**src/rtl/mem_access_stage.sv**
```systemverilog
// EX/MEM pipeline register and data-memory access controller.
// Holds the EX result, runs one req/ack memory transaction at a time, stalls upstream
// while a transaction is outstanding, and produces the MEM/WB register and forwarding values.
module mem_access_stage #(
    parameter int unsigned DATA_W   = 32,
    parameter int unsigned REG_W    = 5,
    parameter int unsigned MAX_WAIT = 15
) (
    input  logic              clk,
    input  logic              rst,
    input  logic              ex_valid,
    input  logic              ex_mem_read,
    input  logic              ex_mem_write,
    input  logic [1:0]        ex_wb_ctrl,
    input  logic [DATA_W-1:0] ex_alu_result,
    input  logic [DATA_W-1:0] ex_store_data,
    input  logic [REG_W-1:0]  ex_rd,
    input  logic              flush,
    output logic              stall,
    output logic              mem_req,
    output logic              mem_we,
    output logic [DATA_W-1:0] mem_addr,
    output logic [DATA_W-1:0] mem_wdata,
    input  logic              mem_ack,
    input  logic [DATA_W-1:0] mem_rdata,
    output logic              bus_error,
    output logic              fwd_valid,
    output logic [REG_W-1:0]  fwd_rd,
    output logic [DATA_W-1:0] fwd_value,
    output logic              wb_valid,
    output logic [1:0]        wb_ctrl,
    output logic [DATA_W-1:0] wb_read_data,
    output logic [DATA_W-1:0] wb_alu_result,
    output logic [REG_W-1:0]  wb_rd
);

    typedef enum logic {StIdle, StBusy} state_e;

    localparam logic [7:0] LastWait = 8'(MAX_WAIT - 1);

    state_e            state_q, state_d;
    logic [7:0]        cnt_q, cnt_d;
    logic              bus_error_q, bus_error_d;

    // EX/MEM register
    logic              em_valid_q;
    logic              em_read_q;
    logic              em_write_q;
    logic [1:0]        em_wb_ctrl_q;
    logic [DATA_W-1:0] em_alu_q;
    logic [DATA_W-1:0] em_sdata_q;
    logic [REG_W-1:0]  em_rd_q;

    // MEM/WB register
    logic              wb_valid_q, wb_valid_d;
    logic [1:0]        wb_ctrl_q, wb_ctrl_d;
    logic [DATA_W-1:0] wb_read_data_q, wb_read_data_d;
    logic [DATA_W-1:0] wb_alu_q, wb_alu_d;
    logic [REG_W-1:0]  wb_rd_q, wb_rd_d;

    logic em_is_mem;
    logic em_is_load;
    logic em_aligned;
    logic em_hold;
    logic em_consume;

    // A write wins when both M bits are set, so only read-without-write is a load.
    assign em_is_mem  = em_valid_q & (em_read_q | em_write_q);
    assign em_is_load = em_read_q & ~em_write_q;
    assign em_aligned = (em_alu_q[1:0] == 2'b00);

    // Next state, MEM/WB contents and EX/MEM hold/consume decisions
    always_comb begin
        state_d        = state_q;
        cnt_d          = cnt_q;
        bus_error_d    = 1'b0;
        em_hold        = 1'b0;
        em_consume     = 1'b0;
        wb_valid_d     = 1'b0;
        wb_ctrl_d      = '0;
        wb_read_data_d = '0;
        wb_alu_d       = '0;
        wb_rd_d        = '0;
        unique case (state_q)
            StIdle: begin
                if (em_is_mem) begin
                    if (em_aligned) begin
                        // Keep the entry in EX/MEM: it drives the memory port during BUSY.
                        state_d = StBusy;
                        cnt_d   = '0;
                        em_hold = 1'b1;
                    end else begin
                        bus_error_d = 1'b1;
                    end
                end else if (em_valid_q) begin
                    wb_valid_d = 1'b1;
                    wb_ctrl_d  = em_wb_ctrl_q;
                    wb_alu_d   = em_alu_q;
                    wb_rd_d    = em_rd_q;
                end
            end
            StBusy: begin
                if (mem_ack) begin
                    state_d        = StIdle;
                    em_consume     = 1'b1;
                    wb_valid_d     = 1'b1;
                    wb_ctrl_d      = em_wb_ctrl_q;
                    wb_alu_d       = em_alu_q;
                    wb_rd_d        = em_rd_q;
                    wb_read_data_d = em_is_load ? mem_rdata : '0;
                end else if (cnt_q == LastWait) begin
                    state_d     = StIdle;
                    em_consume  = 1'b1;
                    bus_error_d = 1'b1;
                end else begin
                    cnt_d = cnt_q + 8'd1;
                end
            end
            default: state_d = StIdle;
        endcase
    end

    // Controller state, wait counter and error pulse
    always_ff @(posedge clk or posedge rst) begin
        if (rst) begin
            state_q     <= StIdle;
            cnt_q       <= '0;
            bus_error_q <= 1'b0;
        end else begin
            state_q     <= state_d;
            cnt_q       <= cnt_d;
            bus_error_q <= bus_error_d;
        end
    end

    // EX/MEM register: capture when not stalled, drop the entry when BUSY ends
    always_ff @(posedge clk or posedge rst) begin
        if (rst) begin
            em_valid_q   <= 1'b0;
            em_read_q    <= 1'b0;
            em_write_q   <= 1'b0;
            em_wb_ctrl_q <= '0;
            em_alu_q     <= '0;
            em_sdata_q   <= '0;
            em_rd_q      <= '0;
        end else if (state_q == StIdle && !em_hold) begin
            em_valid_q   <= ex_valid & ~flush;
            em_read_q    <= ex_mem_read;
            em_write_q   <= ex_mem_write;
            em_wb_ctrl_q <= ex_wb_ctrl;
            em_alu_q     <= ex_alu_result;
            em_sdata_q   <= ex_store_data;
            em_rd_q      <= ex_rd;
        end else if (em_consume) begin
            em_valid_q   <= 1'b0;
        end
    end

    // MEM/WB register
    always_ff @(posedge clk or posedge rst) begin
        if (rst) begin
            wb_valid_q     <= 1'b0;
            wb_ctrl_q      <= '0;
            wb_read_data_q <= '0;
            wb_alu_q       <= '0;
            wb_rd_q        <= '0;
        end else begin
            wb_valid_q     <= wb_valid_d;
            wb_ctrl_q      <= wb_ctrl_d;
            wb_read_data_q <= wb_read_data_d;
            wb_alu_q       <= wb_alu_d;
            wb_rd_q        <= wb_rd_d;
        end
    end

    // Outputs: all from registers, no combinational path from mem_ack
    always_comb begin
        stall         = (state_q == StBusy);
        mem_req       = (state_q == StBusy);
        mem_we        = (state_q == StBusy) & em_write_q;
        mem_addr      = em_alu_q;
        mem_wdata     = em_sdata_q;
        bus_error     = bus_error_q;
        // A load's result does not exist yet, so it never forwards from EX/MEM.
        fwd_valid     = em_valid_q & em_wb_ctrl_q[1] & ~(em_read_q & ~em_write_q);
        fwd_rd        = em_rd_q;
        fwd_value     = em_alu_q;
        wb_valid      = wb_valid_q;
        wb_ctrl       = wb_ctrl_q;
        wb_read_data  = wb_read_data_q;
        wb_alu_result = wb_alu_q;
        wb_rd         = wb_rd_q;
    end

endmodule

```
**config.mk**
```make
export PLATFORM = sky130hd
export DESIGN_NAME = mem_access_stage
export DESIGN_NICKNAME = d
export VERILOG_FILES = /design/src/rtl/mem_access_stage.sv
export SDC_FILE = /design/constraint.sdc
export NUM_CORES = 1
export LEC_CHECK = 0
export CELL_PAD_IN_SITES_DETAIL_PLACEMENT = 1
export CELL_PAD_IN_SITES_GLOBAL_PLACEMENT = 1
export CORE_ASPECT_RATIO = 1.4
export CORE_UTILIZATION = 31
export DETAILED_ROUTE_END_ITERATION = 6
export GPL_ROUTABILITY_DRIVEN = 0
export GPL_TIMING_DRIVEN = 1
export PLACE_DENSITY = 0.82
export SYNTH_ARGS = -nofsm -noshare
export SYNTH_HDL_FRONTEND = slang
export SYNTH_SLANG_ARGS = --single-unit
```
**constraint.sdc**
```tcl
create_clock -name clk -period 5.55 [get_ports clk]
set_input_delay 0.8325 -clock clk [delete_from_list [all_inputs] [get_ports clk]]
set_output_delay 0.8325 -clock clk [all_outputs]
set_load 0.01 [all_outputs]
```
==> reports/metrics.csv, run 1 <==
stage;metric;value;unit
routing;drc;0;
global_route;grt_pass1_vias;4647;
hold_path;worstHoldPathType;flip-flop to flip-flop;
synthesis;synth_top_area_share;66.5;%
timing;min_period;2820;ps
timing;grt_setup_unrepaired;no;
critical_path;cp_cell_sequence;and2_2 > clkdlybuf4s50_1;
routing;routed_wl;16.5;mm
final_layout;diodes;0;
floorplan;die_w;118;µm
cts;clock_latency;420;ps
critical_path;critPathKind;flip-flop to output pin;
floorplan;core;18600;µm²
routing;drtAntennaViolNets;0;
cts;cts_root_buf;clkbuf_16;
cts;cts_tree;built;
routing;wl_per_cell;17.9;µm
status;status;completed;
synthesis;synth_cell_types;36;
synthesis;syn-num-nets;518;
timing;setup_viol;0;
cts;h-tree-depth;4;
cts;post_cts_buffers;0;
floorplan;pin_count;288;
critical_path;endpoint_kind;output pin;
timing;max_freq;355;MHz
global_route;grt.overflow.total;0;
floorplan;core.rowCount;59;
routing;vias_per_cell;4.46;
global_route;grt_antenna_before_repair;0;
cts;cts.sinks;156;
hold_path;min_from;em_wb_ctrl_q[0];
final_layout;syn_to_final_growth;58.6;%
final_layout;nets;780;
timing;whs;480;ps
synthesis;syn_area;5870;µm²
routing;drt_pass1_iterations;4;
global_route;grtUsageTotal;17.2;%
routing;first_iter_violations;173;
floorplan;die_area;19500;µm²
cts;ctsResizeCount;0;
final_layout;multi_input_area;1630;µm²
cts;cts_buffers;17;
routing;vias;4129;
synthesis;ys_seq_elements;156;
timing;hold_viol;0;
final_layout;regArea;3900;µm²
run;drv_cap;0;
cts;hold_buffers;0;
timing;slew_viol_final;0;
power;p_leak;4.04;nW
timing;timing.slew.headroom;37.7;%
critical_path;startpoint_type;flip-flop;
cts;cts_buffer_depth;2;
critical_path;cp.arrival;1990;ps
timing;fin_crit_sh;50.8;%
synthesis;yosysTopAreaCell;dfrtp_1;
synthesis;synth_seq_area_share;66.5;%
timing;finalClockSkew;12.5;ps
power;power_density;350;nW/µm²
global_route;grt_pass1_wl;25.3;mm
critical_path;required;4720;ps
placed_design;dp_hpwl;12.2;mm
power;ir_drop;0.000190;V
final_layout;layout-drive-gt1-share;17.8;%
synthesis;ys_top_cells_by_area;dfrtp_1, mux2_2, and2_1;
final_layout;nFillCells;1903;
timing;worstMarginPinSlew;932;ps
critical_path;worst_path_max_delay_cell;dfrtp_1;
floorplan;die_y;165;µm
placed_design;io_buffer_count;287;
synthesis;syn_area_per_cell;14.5;µm²
critical_path;crit_start;mem_req;
critical_path;r2r_start;mem_req;
timing;fin_tns_setup;0;ps
critical_path;path_max_fanout;17;
synthesis;netlist_instances;406;
cts;clk_pin_slew;60;ps
global_route;grt_max_degree;85;
floorplan;start_util;31.6;%
synthesis;yosys_warnings;0;
critical_path;slowest_delay;750;ps
==> cell usage after synthesis, drive strengths merged <==
cell type    n
a21o         2
a21oi        1
a221o        1
a22o         2
a31oi        3
a32o         1
a41oi        1
and2        75
and3         2
and4b        1
buf         42
clkbuf       7
dfrtp      156
ha           2
inv          4
mux2        71
mux2i        1
nand2        8
nand2b       1
nand3        6
nand4        2
nor2         4
nor3         3
o211ai       1
o21ai        3
o2bb2ai      1
o32ai        1
o41ai        1
or2b         1
or4          1
or4b         1
==> critical path, delay by kind of cell (launching register included) <==
family	cells	cell delay [ps]
AND/OR/NAND/NOR	1	270
buffers and inverters	1	540
flip-flops	1	750
==> cells by family (layout without fill, tap and decap cells) <==
group,Yosys count,in the layout,synth area share (%)
muxes,72,72,13.8
buffers and inverters,53,328,6.01
AOI/OAI and AO/OA,18,18,2.39
and+or+nand+nor,105,105,10.9
DFF,156,156,66.5
adders and majority gates,2,2,0.426
==> routing by layer <==
metal	vias to the layer above	track usage, %	share of wire, %
met4	0	7.81	2.5
met3	25	4.87	6.0
met1	2068	17.7	36
met2	189	32.1	55
met5	-	0	0
li1	1847	-	-
==> layout make-up <==
cell class,count,share of cell area [%]
flip-flops and latches,156,41.9
repair buffers,292,31.2
multi-input cells,197,17.5
clock buffers,18,4.71
well taps,244,3.28
clock inverters,14,1.18
inverters,4,0.215
==> registers in the layout (all words and copies together), names as in the netlist <==
name / cells
bus_error: 1
cnt_q: 8
em_read_q: 1
em_valid_q: 1
em_wb_ctrl_q: 2
em_write_q: 1
fwd_rd: 5
fwd_value: 32
mem_req: 1
mem_wdata: 32
wb_alu_result: 32
wb_ctrl: 2
wb_rd: 5
wb_read_data: 32
wb_valid: 1
==> final timing paths <==
path | end | slack [ps] | depth (start not counted)
setup / recovery | mem_we | 2730 | 2
hold / removal | wb_ctrl[0] | 480 | 1
setup reg to reg | mem_wdata[28] | 2910 | 3
hold reg to reg | wb_ctrl[0] | 480 | 1
max in group asynchronous | wb_alu_result[1] | 3620 | 3
min in group asynchronous | fwd_value[18] | 920 | 2
==> cells in the final DEF, fill, tap and decap left out, types with 3 or more instances in the layout <==
cell | netlist | layout
clkdlybuf4s50_1 | 0 | 287
nor2_1 | 4 | 3
and2_2 | 3 | 3
clkbuf_16 | 0 | 17
inv_1 | 4 | 3
inv_6 | 0 | 7
nand2_1 | 8 | 8
nor3_1 | 3 | 3
a31oi_1 | 3 | 3
buf_4 | 38 | 5
mux2_2 | 71 | 71
nand3_1 | 6 | 6
dfrtp_1 | 156 | 156
and2_1 | 71 | 71
clkinvlp_4 | 0 | 4
==> through the flow <==
stage               util [%]  area, µm²  setup WS (ps)  std cells  total power (W)
floorplan                  -       5870            511        406          0.00177
detailed placement      47.1       8770           2880        893          0.00221
global route            50.1       9320           2670        925          0.00341
global placement        47.1       8770           2940        893          0.00217
CTS                     50.1       9320           2710        925          0.00330
finish                  50.1       9320           2730        925          0.00326
==> power breakdown <==
group	switching, W	total, W	leakage (nW)	internal [W]
clock network	0.000490	0.00108	0.261	0.000592
logic	0.000302	0.000773	1.78	0.000471
registers	0.000127	0.00140	2.00	0.00128
Power figures use the tool's default switching activity.
==> run 2, diff against run 1 <==
- clock period: 5.55 -> 2.8 ns (I/O delays scaled with it)
==> run 2 against run 1 <==
Net effect:
- non-clock buffer count grew 2
- global-route usage shrank 0.48 points
- cell area grew 1.2%
- cell count grew 0.22%
- via count grew 0.46%
- largest cell class unchanged
- largest power group unchanged
- highest routed layer unchanged
==> reports/metrics.csv, run 2 (synthesis gave the netlist of run 1 again) <==
stage;metric;value;unit
critical_path;startpoint_type;flip-flop;
critical_path;slowest_delay;740;ps
timing;fin_crit_sh;84.2;%
critical_path;r2r_start;mem_req;
placed_design;dp_hpwl;12.1;mm
critical_path;critPathKind;flip-flop to output pin;
timing;setup_ws;442;ps
floorplan;pin_count;288;
final_layout;syn_to_final_growth;60.5;%
global_route;grt_pass1_vias;4501;
global_route;grt_antenna_before_repair;0;
placed_design;place_area;8800;µm²
floorplan;core.rowCount;59;
final_layout;final_cell_mix;clkdlybuf4s50_1, dfrtp_1, mux2_2, and2_1, clkbuf_16;
routing;vias;4148;
routing;first_iter_violations;127;
cts;post_cts_buffers;0;
routing;vias_per_cell;4.47;
cts;cts_root_buf;clkbuf_16;
routing;wl_met1;5.80;mm
timing;setup_viol;0;
routing;drt_pass1_iterations;4;
final_layout;regArea;3900;µm²
hold_path;worstHoldPathType;input pin to asynchronous set/reset pin;
critical_path;cp_cell_sequence;and2_2 > clkdlybuf4s50_1;
cts;ctsResizeCount;0;
routing;routed.top_layer;met4;
run;drv_cap;0;
floorplan;core;18600;µm²
power;ir_drop;0.000340;V
critical_path;endpoint_kind;output pin;
timing;slew_viol_final;0;
final_layout;layout-drive-gt1-share;18.0;%
critical_path;required;2380;ps
timing;grt_setup_unrepaired;no;
timing;fin_tns_setup;0;ps
final_layout;final_area;9430;µm²
critical_path;crit_start;mem_req;
global_route;grt.overflow.total;0;
routing;met3_length;991;µm
critical_path;cp.arrival;1940;ps
critical_path;path_max_fanout;17;
timing;finalClockSkew;10.2;ps
global_route;grt_pass1_wl;24.7;mm
cts;cts_tree;built;
timing;timing.slew.headroom;48.8;%
floorplan;start_util;31.6;%
final_layout;diodes;0;
final_layout;nFillCells;1869;
floorplan;die_y;165;µm
timing;worstMarginPinSlew;767;ps
power;p_leak;4.09;nW
timing;max_freq;424;MHz
cts;clock_latency;410;ps
global_route;grtUsageTotal;16.7;%
floorplan;die_area;19500;µm²
timing;hold_viol;0;
final_layout;multi_input_area;1630;µm²
power;power_density;711;nW/µm²
cts;cts_buffer_depth;2;
critical_path;worst_path_max_delay_cell;dfrtp_1;
placed_design;pre_cts_ws;773;ps
routing;drc;0;
timing;whs;486;ps
final_layout;nets;782;
timing;min_period;2360;ps
cts;cts.sinks;156;
status;status;completed;
global_route;grt_max_degree;57;
cts;h-tree-depth;4;
routing;routed_wl;16.1;mm
placed_design;io_buffer_count;287;
routing;drtAntennaViolNets;0;
cts;cts_buffers;17;
cts;hold_buffers;0;
routing;wl_per_cell;17.3;µm
routing;wl_met2;8.95;mm
cts;clk_pin_slew;60;ps
floorplan;die_w;118;µm
final_layout;layout_commonest_cell;clkdlybuf4s50_1;
run 2: cell count changes in the layout (fill, tap and decap cells not counted), sizes merged:
| cell | change |
|---|---|
| bufinv | +3 |
| buf | +2 |
| inv | -2 |
| clkinv | -1 |
run 2: where the power goes:
| group | internal, W | switching [W] | leakage [nW] |
|---|---|---|---|
| registers | 0.00253 | 0.000254 | 2.00 |
| logic | 0.000939 | 0.000586 | 1.80 |
| clock network | 0.00144 | 0.000944 | 0.296 |
run 2: through the flow:
| stage | cells | util [%] | power, W |
|---|---|---|---|
| floorplan | 406 | - | 0.00351 |
| global placement | 895 | 47.3 | 0.00431 |
| finish | 927 | 50.7 | 0.00670 |
| global route | 927 | 50.7 | 0.00701 |
| CTS | 927 | 50.7 | 0.00681 |
| detailed placement | 895 | 47.3 | 0.00437 |
run 2: worst paths after layout:
path | end | slack [ps] | cells after the start
max in group asynchronous | wb_alu_result[9] | 1590 | 3
worst min-delay path | mem_wdata[22] | 490 | 2
worst max register to register | mem_wdata[29] | 840 | 3
worst min register to register | wb_ctrl[0] | 500 | 1
min in group clk | wb_ctrl[0] | 500 | 1
worst max-delay path | mem_we | 440 | 2
run 2: layer usage:
metal,vias up,GRT usage (%)
li1,1856,-
met1,2096,17.4
met2,172,31.1
met3,24,5.08
met4,0,6.59
met5,-,0
run 2: final cells by class:
| type | instances | share of cell area [%] |
|---|---|---|
| Multi-Input combinational cell | 197 | 17.3 |
| Sequential cell | 156 | 41.4 |
| Inverter | 4 | 0.199 |
| Tap cell | 244 | 3.24 |
| Clock inverter | 14 | 1.92 |
| Timing Repair Buffer | 294 | 31.3 |
| Clock buffer | 18 | 4.66 |
run 2: critical path: cells and delay by family (launching register included):
kind	cells	cell delay [ps]
DFF	1	740
buffers and inverters	1	530
and+or+nand+nor	1	260
